### config.mk
export PLATFORM = sky130hd
export DESIGN_NAME = mem_port_arbiter
export DESIGN_NICKNAME = d
export VERILOG_FILES = /design/src/rtl/mips_mem_pkg.sv /design/src/rtl/mem_timeout_ctr.sv /design/src/rtl/mem_port_arbiter.sv
export SDC_FILE = /design/constraint.sdc
export NUM_CORES = 1
export LEC_CHECK = 0
export CAP_MARGIN = 20
export CORE_AREA = 10 10 139 115
export CTS_CLUSTER_DIAMETER = 80
export DETAILED_ROUTE_END_ITERATION = 12
export DIE_AREA = 0 0 149 125
export GPL_ROUTABILITY_DRIVEN = 1
export HOLD_SLACK_MARGIN = 0.03
export MAX_ROUTING_LAYER = met4
export PLACE_DENSITY = 0.83
export RECOVER_POWER = 100
export SLEW_MARGIN = 20
export SYNTH_ARGS = -nofsm -noshare
export SYNTH_HDL_FRONTEND = slang
export SYNTH_HIERARCHICAL = 1
export SYNTH_SLANG_ARGS = --single-unit
### constraint.sdc
create_clock -name clk -period 2.55 [get_ports clk]
set_clock_uncertainty 0.15 [all_clocks]
set_input_delay 0.6375 -clock clk [delete_from_list [all_inputs] [get_ports clk]]
set_output_delay 0.6375 -clock clk [all_outputs]
set_load 0.02 [all_outputs]
### src/rtl/mips_mem_pkg.sv
// rtl/mips_mem_pkg.sv - shared state encoding and constants for the memory port arbiter
package mips_mem_pkg;

    typedef enum logic [1:0] {
        ST_IDLE     = 2'd0,
        ST_IF_BUSY  = 2'd1,
        ST_DM_BUSY  = 2'd2,
        ST_IF_DRAIN = 2'd3
    } arb_state_t;

    // Read data handed back to the owner when its access is aborted by timeout
    localparam logic [63:0] ERR_RDATA = 64'h0;

    // Instruction fetches always read the whole word
    localparam logic [3:0] FETCH_BE = 4'hF;

endpackage

### src/rtl/mem_timeout_ctr.sv
// rtl/mem_timeout_ctr.sv - busy-cycle counter that flags an unanswered memory request
module mem_timeout_ctr #(
    parameter int TIMEOUT_CYC = 255
) (
    input  logic clk,
    input  logic rst,
    input  logic clear,
    input  logic enable,
    output logic expired
);

    localparam int CNT_W = $clog2(TIMEOUT_CYC + 1);
    localparam logic [CNT_W-1:0] LAST = CNT_W'(TIMEOUT_CYC - 1);

    logic [CNT_W-1:0] r_cnt;

    // Expiry fires in the cycle whose increment would make the count reach TIMEOUT_CYC
    assign expired = enable & (r_cnt == LAST);

    // Count busy cycles; a new grant restarts the count
    always_ff @(posedge clk or negedge rst) begin
        if (!rst) begin
            r_cnt <= '0;
        end else if (clear) begin
            r_cnt <= '0;
        end else if (enable) begin
            r_cnt <= r_cnt + CNT_W'(1);
        end
    end

endmodule

### src/rtl/mem_port_arbiter.sv
// rtl/mem_port_arbiter.sv - arbitrates fetch and data ports onto one memory port
module mem_port_arbiter
    import mips_mem_pkg::*;
#(
    parameter int ADDR_W      = 32,
    parameter int DATA_W      = 32,
    parameter int TIMEOUT_CYC = 255
) (
    input  logic              clk,
    input  logic              rst,
    input  logic              if_req,
    input  logic [ADDR_W-1:0] if_addr,
    input  logic              if_flush,
    output logic [DATA_W-1:0] if_rdata,
    output logic              if_ready,
    input  logic              dm_req,
    input  logic              dm_we,
    input  logic [ADDR_W-1:0] dm_addr,
    input  logic [DATA_W-1:0] dm_wdata,
    input  logic [3:0]        dm_be,
    output logic [DATA_W-1:0] dm_rdata,
    output logic              dm_ready,
    output logic              mem_req,
    output logic              mem_we,
    output logic [ADDR_W-1:0] mem_addr,
    output logic [DATA_W-1:0] mem_wdata,
    output logic [3:0]        mem_be,
    input  logic              mem_ack,
    input  logic [DATA_W-1:0] mem_rdata,
    output logic              stall,
    output logic              bus_err
);

    arb_state_t        r_state;
    logic              r_mem_req;
    logic              r_mem_we;
    logic [ADDR_W-1:0] r_mem_addr;
    logic [DATA_W-1:0] r_mem_wdata;
    logic [3:0]        r_mem_be;
    logic              r_if_ready;
    logic [DATA_W-1:0] r_if_rdata;
    logic              r_dm_ready;
    logic [DATA_W-1:0] r_dm_rdata;
    logic              r_bus_err;

    logic w_dm_grant;
    logic w_if_grant;
    logic w_cnt_en;
    logic w_expired;

    // Data wins in IDLE; a port whose ready is pulsing this cycle is masked so its held request is not re-granted
    assign w_dm_grant = (r_state == ST_IDLE) & dm_req & ~r_dm_ready;
    assign w_if_grant = (r_state == ST_IDLE) & if_req & ~r_if_ready & ~if_flush & ~w_dm_grant;
    assign w_cnt_en   = r_mem_req & ~mem_ack;

    mem_timeout_ctr #(
        .TIMEOUT_CYC (TIMEOUT_CYC)
    ) u_timeout (
        .clk     (clk),
        .rst     (rst),
        .clear   (w_dm_grant | w_if_grant),
        .enable  (w_cnt_en),
        .expired (w_expired)
    );

    // Arbitration FSM with registered memory-side and completion outputs
    always_ff @(posedge clk or negedge rst) begin
        if (!rst) begin
            r_state     <= ST_IDLE;
            r_mem_req   <= 1'b0;
            r_mem_we    <= 1'b0;
            r_mem_addr  <= '0;
            r_mem_wdata <= '0;
            r_mem_be    <= '0;
            r_if_ready  <= 1'b0;
            r_if_rdata  <= '0;
            r_dm_ready  <= 1'b0;
            r_dm_rdata  <= '0;
            r_bus_err   <= 1'b0;
        end else begin
            r_if_ready <= 1'b0;
            r_if_rdata <= '0;
            r_dm_ready <= 1'b0;
            r_dm_rdata <= '0;
            case (r_state)
                ST_IDLE: begin
                    if (w_dm_grant) begin
                        r_mem_req   <= 1'b1;
                        r_mem_we    <= dm_we;
                        r_mem_addr  <= dm_addr;
                        r_mem_wdata <= dm_wdata;
                        r_mem_be    <= dm_be;
                        r_state     <= ST_DM_BUSY;
                    end else if (w_if_grant) begin
                        r_mem_req   <= 1'b1;
                        r_mem_we    <= 1'b0;
                        r_mem_addr  <= if_addr;
                        r_mem_wdata <= '0;
                        r_mem_be    <= FETCH_BE;
                        r_state     <= ST_IF_BUSY;
                    end
                end
                ST_IF_BUSY: begin
                    // A flush arriving with the ack or the timeout still cancels the fetch result
                    if (mem_ack) begin
                        r_mem_req <= 1'b0;
                        r_state   <= ST_IDLE;
                        if (!if_flush) begin
                            r_if_ready <= 1'b1;
                            r_if_rdata <= mem_rdata;
                        end
                    end else if (w_expired) begin
                        r_mem_req <= 1'b0;
                        r_bus_err <= 1'b1;
                        r_state   <= ST_IDLE;
                        if (!if_flush) begin
                            r_if_ready <= 1'b1;
                            r_if_rdata <= DATA_W'(ERR_RDATA);
                        end
                    end else if (if_flush) begin
                        r_state <= ST_IF_DRAIN;
                    end
                end
                ST_DM_BUSY: begin
                    if (mem_ack) begin
                        r_mem_req  <= 1'b0;
                        r_state    <= ST_IDLE;
                        r_dm_ready <= 1'b1;
                        r_dm_rdata <= r_mem_we ? '0 : mem_rdata;
                    end else if (w_expired) begin
                        r_mem_req  <= 1'b0;
                        r_bus_err  <= 1'b1;
                        r_state    <= ST_IDLE;
                        r_dm_ready <= 1'b1;
                        r_dm_rdata <= DATA_W'(ERR_RDATA);
                    end
                end
                ST_IF_DRAIN: begin
                    if (mem_ack) begin
                        r_mem_req <= 1'b0;
                        r_state   <= ST_IDLE;
                    end else if (w_expired) begin
                        r_mem_req <= 1'b0;
                        r_bus_err <= 1'b1;
                        r_state   <= ST_IDLE;
                    end
                end
                default: begin
                    r_mem_req <= 1'b0;
                    r_state   <= ST_IDLE;
                end
            endcase
        end
    end

    assign mem_req   = r_mem_req;
    assign mem_we    = r_mem_we;
    assign mem_addr  = r_mem_addr;
    assign mem_wdata = r_mem_wdata;
    assign mem_be    = r_mem_be;
    assign if_ready  = r_if_ready;
    assign if_rdata  = r_if_rdata;
    assign dm_ready  = r_dm_ready;
    assign dm_rdata  = r_dm_rdata;
    assign bus_err   = r_bus_err;
    assign stall     = (if_req & ~r_if_ready) | (dm_req & ~r_dm_ready);

endmodule

Word-level counts from Yosys, hierarchy flattened --
Cells that the tools add are included.
Word-level totals: input bits 139, output and inout port bits 138, word-level logic and storage cells 83, flip-flop bits (word level) 147
Cells by class: bitwise operators 17, equal/unequal tests 8, multiplexer cells 36, reduce and logical (&&, ||, !) cells 9, add/sub/neg operators 1
Operators with widths (number):
- 32-bit two-way mux | 10
- 8-bit two-way mux | 2
- 2-bit two-way mux | 7
- 1-bit two-way mux | 13
- 1-bit bitwise AND | 10
- 8-bit by 1-bit adder with 8-bit output, second input constant | 1
- 8-bit == test, second input constant | 1
- 4-bit two-way mux | 2
- 3-bit by 1-bit != test with 1-bit output, second input constant | 2
- 2-bit case mux with 3 select lines | 1
- 3-bit AND reduction | 2
- 1-bit inverter | 5
- 2-bit == test, second input constant | 2
- 4-bit by 3-bit != test with 1-bit output, second input constant | 1
- 2-bit AND reduction | 2
- 2-bit nonzero test | 2
- 3-bit != test, second input constant | 1
- 3-bit OR reduction | 1
- 2-bit by 1-bit == test with 1-bit output, second input constant | 1
- 2-bit logical NOT | 1
- 1-bit OR | 2
- 1-bit case mux with 2 select lines | 1
- 2-bit OR reduction | 1

Longest topological paths before layout --
Gate-level depths: netlist of the first run.
depth in word-level cells 8, mapped depth 7, mapped depth without buffers 7

Modules after synthesis --
Netlist of the first run, hierarchy kept.
By module, submodules not included:
- mem_port_arbiter | seq. area each 3478.3 µm², instances 1, area an instance 5151.2 µm², cells an instance 352
- mem_timeout_ctr | seq. area each 200.2 µm², instances 1, area an instance 411.6 µm², cells an instance 41

Worst setup path before layout of the first run --
Ideal clock, no wire load.
kind in2out, start point in if_req, end point out stall, data arrival time 1.144 ns, slack 0.618 ns, buffers on the path 0, cell stages on the path 2, required time 1.762 ns, cell sequence inv_1 > o21ai_0
On the way: cells in the longest elaborated chain, start to end 2
Ends and longest elaborated chain:
- from (decl) | line mem_port_arbiter.sv:11 | input logic if_req,
- 1-bit bitwise AND | line mem_port_arbiter.sv:166 | assign stall = (if_req & ~r_if_ready) | (dm_req & ~r_dm_ready);
- 1-bit OR | line mem_port_arbiter.sv:166
- to (decl) | line mem_port_arbiter.sv:30 | output logic stall,
Every way passes these cells.

Final worst setup path of the first run --
start point in dm_req, end point out stall
On the way: cells in the longest elaborated chain, start to end 2
Ends and longest elaborated chain:
- from (decl) | line mem_port_arbiter.sv:16 | input logic dm_req,
- 1-bit bitwise AND | line mem_port_arbiter.sv:166
- 1-bit OR | line mem_port_arbiter.sv:166
Every way passes these cells.

==> out/qor.yml, run 1 <==
status: "completed"
fin_cells: 873
std_cell_rows: 38
io_buffers: 276
cp.required_ns: 1.76
clk_path_buf_depth: 2
fillers: 934
critPathCapture: "stall"
cts_tree: "yes"
antenna_found_initial: 1
overflow: 0
drive_gt1_frac: 0.07370
synth_nets: 534
cts.sinks: 147
synth_cells: 393
final_cell_area_um2: 9111
yosys.area.top_type_share: 0.6613
avgSynthCellArea_um2: 14.15
ant_nets: 0
critPathLaunchType: "input port"
synth-seq-area-share: 0.6613
fin_util: 0.6844
synth.area.top_cells: "dfrtp_1 66%, and2_1 7.2%, o221a_1 6.5%, a22o_1 5.2%, nand2b_1 3.7%"
ys_ff_latch: 147
start_util: 0.4179
worstHoldStart: "bus_err"
fp.coreArea_um2: 13310
clk_latency_ns: 0.41
netlist_area_um2: 5563
crit_path_start: "dm_req"
dr_total_vias: 4346
final.period_utilization: 0.9634
wl_per_cell_um: 20.95
htreeDepth: 4
worstMarginPinSlew_ns: 1.104
maxSlewViolCount: 0
crit_fanout: 2
fp.dieH_um: 125
viasPerCell: 4.978
cts-buffers-inserted: 17
hold_path.class: "register to register"
rsz0062_at_grt: "no"
arrival_ns: 1.67
dieWidth_um: 149
dpl_cell_area_um2: 8566
dr.pass1.iters: 4
cts_root_buffer: "clkbuf_16"
fin_crit_ns: 2.457
place_congestion: 0.8306
nets: 820
reg2reg_depth: 4
r2r_start: "r_state[1]"
endpoint_kind: "output port"
finalHoldViolCount: 0
powerDensity_nw_per_um2: 1033
report.final.setup_viol: 0
yosysWarnings: 6
grt_pass1_wl_um: 28030
reg2reg_slack_ns: 0.49
yosys.area.top_type: "dfrtp_1"
grt_max_degree: 48
grt_usage: 0.2001
rr_endpoint: "mem_wdata[10]"
dieArea_um2: 18630
dp_hpwl_um: 13620
max_slew_margin: 0.2637
layout.cells.most_common_list: "147 x dfrtp_1, 139 x dlygate4sd3_1, 136 x clkdlybuf4s50_1"
drt_iter0_markers: 220
max_cap_violations: 0
post-cts-setup-buffer-count: 0
fmax_mhz: 407.1
path_clk_slew_ns: 0.06
routed_wl_um: 18290
ios: 277
ir_worst_vdd_v: 0.0005273
grt_pass1_vias: 4632
final_common_cell: "dfrtp_1"
p_leak_nw: 4.118
drc: 0
p_total_mw: 9.411
dp.cells: 839
synthToLayoutAreaGrowth_pct: 63.79
synth.distinct_cells: 35
worstSetupPathType: "input port to output port"
flip-flops by register name, summed over array words and instances, names as in the netlist:
name,count
mem_be,4
if_ready,1
mem_addr,32
u_timeout/r_cnt,8
mem_we,1
mem_wdata,32
if_rdata,32
mem_req,1
dm_ready,1
bus_err,1
r_state,2
dm_rdata,32
worst min path at each step:
stage | end | depth (start not counted) | slack (ns)
final | bus_err | 1 | 0.33
after global placement | bus_err | 1 | 0.32
after floorplan | bus_err | 0 | 0.19
after detailed placement | bus_err | 1 | 0.32
after global routing | bus_err | 1 | 0.35
after CTS | mem_be[3] | 1 | 0.34
synth_stat cells:
cell type	instances
a21oi_1	4
ha_1	2
nor2b_1	2
a211oi_1	1
buf_2	13
nor3b_1	1
nor4b_4	3
nor3b_2	1
or3_1	3
o21ai_4	1
nand4_1	3
buf_12	1
nor2_2	1
o21ai_0	5
clkbuf_1	2
inv_6	1
nand3_2	1
nand2_1	7
and2_1	64
a22o_1	33
inv_1	3
dfrtp_1	147
buf_6	7
nor2_1	7
xnor2_1	1
nor4b_1	1
o22a_1	4
xor2_1	3
nand4_4	1
nand2b_1	33
nand3_1	2
buf_4	1
o21bai_1	1
o31ai_1	1
o221a_1	32
metrics by stage:
stage / hold slack, ns / TNS [ns] / setup slack (ns)
floorplan: 0.1919 / 0 / 0.6183
global route: 0.3547 / 0 / 0.05513
global placement: 0.3187 / -0.1820 / -0.1820
finish: 0.3287 / 0 / 0.09339
CTS: 0.3429 / 0 / 0.08396
detailed placement: 0.3172 / -0.1901 / -0.1901
routing by layer:
metal | up-vias | GRT usage | share of wire
li1 | 1970 | - | -
met3 | 20 | 0.08183 | 0.090
met5 | - | - | 0
met1 | 2179 | 0.2238 | 0.39
met2 | 177 | 0.3219 | 0.51
met4 | 0 | 0.05994 | 0.015
repair_timing:
item | CTS | global route
resized for setup | 1 | 0
setup endpoints to repair | 1 | 0
hold endpoints to repair | 38 | 0
hold buffers | 1 | 0
power breakdown:
part | total, mW | switching, mW | leakage, nW | internal, mW
Clock | 2.67 | 0.991 | 0.299 | 1.68
Combinational | 3.39 | 1.79 | 1.94 | 1.60
Sequential | 3.35 | 0.365 | 1.88 | 2.98
Total | 9.41 | 3.15 | 4.12 | 6.26
critical path, stage by stage:
cell,delay (ns)
clkdlybuf4s50_1,0.50
nand2b_1,0.09
o21ai_0,0.07
dlygate4sd2_1,0.36
final cells by class:
| cell class | count | area [um2] | area share |
|---|---|---|---|
| tap | 180 | 225.2 | 0.02472 |
| clock buffer | 19 | 442.9 | 0.04861 |
| multi-input combinational | 218 | 1640 | 0.1800 |
| antenna | 1 | 2.502 | 0.0002746 |
| timing repair buffer | 291 | 2905 | 0.3189 |
| inverter | 4 | 20.02 | 0.002197 |
| clock inverter | 13 | 196.4 | 0.02156 |
| sequential | 147 | 3679 | 0.4037 |
cell families after synthesis:
| family | synth area share |
|---|---|
| DFF | 0.6613 |
| AOI/OAI and AO/OA | 0.1381 |
| and+or+nand+nor | 0.1541 |
| adders and majority gates | 0.004498 |
| buffers and inverters | 0.03576 |
| xor gates and xnor gates | 0.006299 |
No activity file was read; power rests on OpenSTA's default activity.
==> run 2, diff against run 1 <==
==> constraint.sdc (replaced) <==
create_clock -name clk -period 2.9 [get_ports clk]
set_clock_uncertainty 0.15 [all_clocks]
set_input_delay 0.435 -clock clk [delete_from_list [all_inputs] [get_ports clk]]
set_output_delay 0.435 -clock clk [all_outputs]
set_load 0.02 [all_outputs]
==> run 2 against run 1 <==
Effect of this change: the run now ends with max-capacitance violations, max-slew violations left; flip-flop and latch count did not move; non-clock buffer count fell by 4; clock power fell by 13%; power fell by 12%; global-route usage barely moved; critical endpoint is now dm_rdata[6]; largest cell class unchanged; largest power group unchanged.
==> out/qor.yml, run 2 (synthesis gave the netlist of run 1 again) <==
hold_path.class: "register to register"
switchingPower_mw: 2.836  # -10%
rsz0062_at_grt: "no"
dieArea_um2: 18630  # unchanged
antenna_found_initial: 0  # -1
report.final.setup_viol: 0  # unchanged
dr.pass1.iters: 5  # +1
ff_latch_area_um2: 3679  # unchanged
dieWidth_um: 149  # unchanged
holdBufCountCts: 1  # unchanged
power_frac_clock: 0.282  # -0.002
antenna_cells: 0  # -1
finalHoldViolCount: 0  # unchanged
grt_util_met3: 0.08111  # -0.0007210
pwr-share-comb: 0.360  # about the same
cts.sinks: 147  # unchanged
layout.cells.most_common_list: "147 x dfrtp_1, 141 x dlygate4sd3_1, 135 x clkdlybuf4s50_1"
cts-buffers-inserted: 17  # unchanged
endpoint_kind: "register"
grt_pass1_vias: 4623  # -0.19%
drive_gt1_frac: 0.06541  # -0.008292
fillers: 939  # +0.54%
place_congestion: 0.8110  # -2.4%
reg2reg_depth: 3  # -1
fp.dieH_um: 125  # unchanged
max_cap_violations: 1  # +1
std_cell_rows: 38  # unchanged
fin_cells: 868  # -0.57%
grt_pass1_wl_um: 27960  # -0.27%
path_clk_slew_ns: 0.06  # about the same
max_slew_margin: -0.03076  # -0.2944
crit_fanout: 32  # +30
multi_input_comb_area_um2: 1639  # about the same
final_cell_area_um2: 9045  # -0.73%
cts_root_buffer: "clkbuf_16"
timing.critical_path.cells: "dlygate4sd3_1 -> inv_1 -> nor4b_4 -> clkbuf_1 -> and2_0"
hold_depth: 1  # unchanged
dp.cells: 835  # -0.48%
fp.coreArea_um2: 13310  # unchanged
dpl_cell_area_um2: 8473  # -1.1%
p_leak_nw: 4.082  # -0.87%
start_util: 0.4179  # unchanged
cp.required_ns: 3.09  # +1.33 ns
drc: 0  # unchanged
violations: "max-capacitance violations, max-slew violations"
synthToLayoutAreaGrowth_pct: 62.60
cts_tree: "yes"
viasPerCell: 4.974  # about the same
fmax_mhz: 399.3
status: "finished, violations left"
ir_worst_vdd_v: 0.0005446  # +3.3%
worstMarginPinSlew_ns: 1.546  # +0.4416 ns
dp_hpwl_um: 13710  # +0.70%
switching_share: 0.3435  # +0.008922
dr_total_vias: 4317  # -0.67%
ios: 277  # unchanged
wl_per_cell_um: 21.43  # +2.3%
post-cts-setup-buffer-count: 0  # unchanged
critPathLaunchType: "input port"
fin_crit_ns: 2.505
cts_resized: 0  # -1
final_common_cell: "dfrtp_1"
clk_path_buf_depth: 2  # unchanged
grt_max_degree: 61  # +27%
grt_busiest_layer: "met2"
overflow: 0  # unchanged
cp_slowest_cell: "clkbuf_1"
htreeDepth: 4  # unchanged
maxSlewViolCount: 59  # +59
internal_power_mw: 5.418  # -13%
nets: 816  # -0.49%
grtUsageMet1: 0.2233  # -0.0005031
grt_usage: 0.2005  # +0.0004547
routed_wl_um: 18600  # +1.7%
drt_iter0_markers: 256  # +16%
powerDensity_nw_per_um2: 912.6  # -12%
worstSetupPathType: "input port to register"
arrival_ns: 2.69  # +1.02 ns
power_frac_seq: 0.357  # about the same
clk_latency_ns: 0.42  # about the same
ant_nets: 0  # unchanged
setup_tns_ns: 0  # unchanged
grt_use_met2: 0.3266  # +0.004703
max_stage_delay_ns: 0.95  # +0.45 ns
io_buffers: 276  # unchanged
final.period_utilization: 0.8637
[run 2: cell count changes in the layout (fill, tap and decap cells not counted), sizes merged]
cell           change
buf                -2
bufinv             -1
clkbuf             -3
clkdlybuf4s50      -1
clkinvlp           -2
diode              -1
dlygate4sd2        -1
dlygate4sd3        +2
inv                +4
[run 2: power groups by stage]
stage	sequential (mW)	clock [mW]	combinational, mW
after floorplan	3.67	0	0.902
after global placement	2.99	0	3.14
after detailed placement	3.01	0	3.21
after CTS	2.99	2.37	3.24
after global routing	3.01	2.45	3.14
final	2.95	2.33	2.97
[run 2: path summary, 6_finish.rpt]
check                                start      endpoint  slack (ns)
min in group asynchronous              rst  mem_wdata[2]        0.79
worst max register to register  r_state[0]   dm_rdata[6]        0.63
worst min-delay path             mem_be[3]     mem_be[3]        0.33
worst max-delay path               mem_ack   dm_rdata[6]        0.40
worst min register to register   mem_be[3]     mem_be[3]        0.33
max in group asynchronous              rst  mem_addr[24]        0.85
[run 2: layout make-up]
cell class	count	area share
Tap cell	180	0.02490
Sequential cell	147	0.4067
Clock buffer	18	0.04855
Multi-Input combinational cell	218	0.1812
Inverter	4	0.002213
Timing Repair Buffer	287	0.3155
Clock inverter	14	0.02089
[run 2: per-layer routing]
layer  vias to the layer above  share of wire
li1                       1951              -
met1                      2147           0.39
met2                       192           0.50
met3                        27          0.094
met4                         0          0.016
met5                         -              0
[run 2: worst max-delay path: cells and delay by family]
| family | cells | cell delay (ns) |
|---|---|---|
| buf+inv | 3 | 1.71 |
| simple gates | 2 | 0.54 |
[run 2: through the flow]
step	utilization	hold slack [ns]	worst slack (ns)	power, mW
floorplan	-	-0.01059	1.231	4.569
detailed placement	0.6365	0.2995	0.5733	6.221
CTS	0.6844	0.3435	0.5454	8.590
finish	0.6794	0.3319	0.3953	8.254
global route	0.6794	0.3438	0.2452	8.605
global placement	0.6365	0.2954	0.5415	6.128
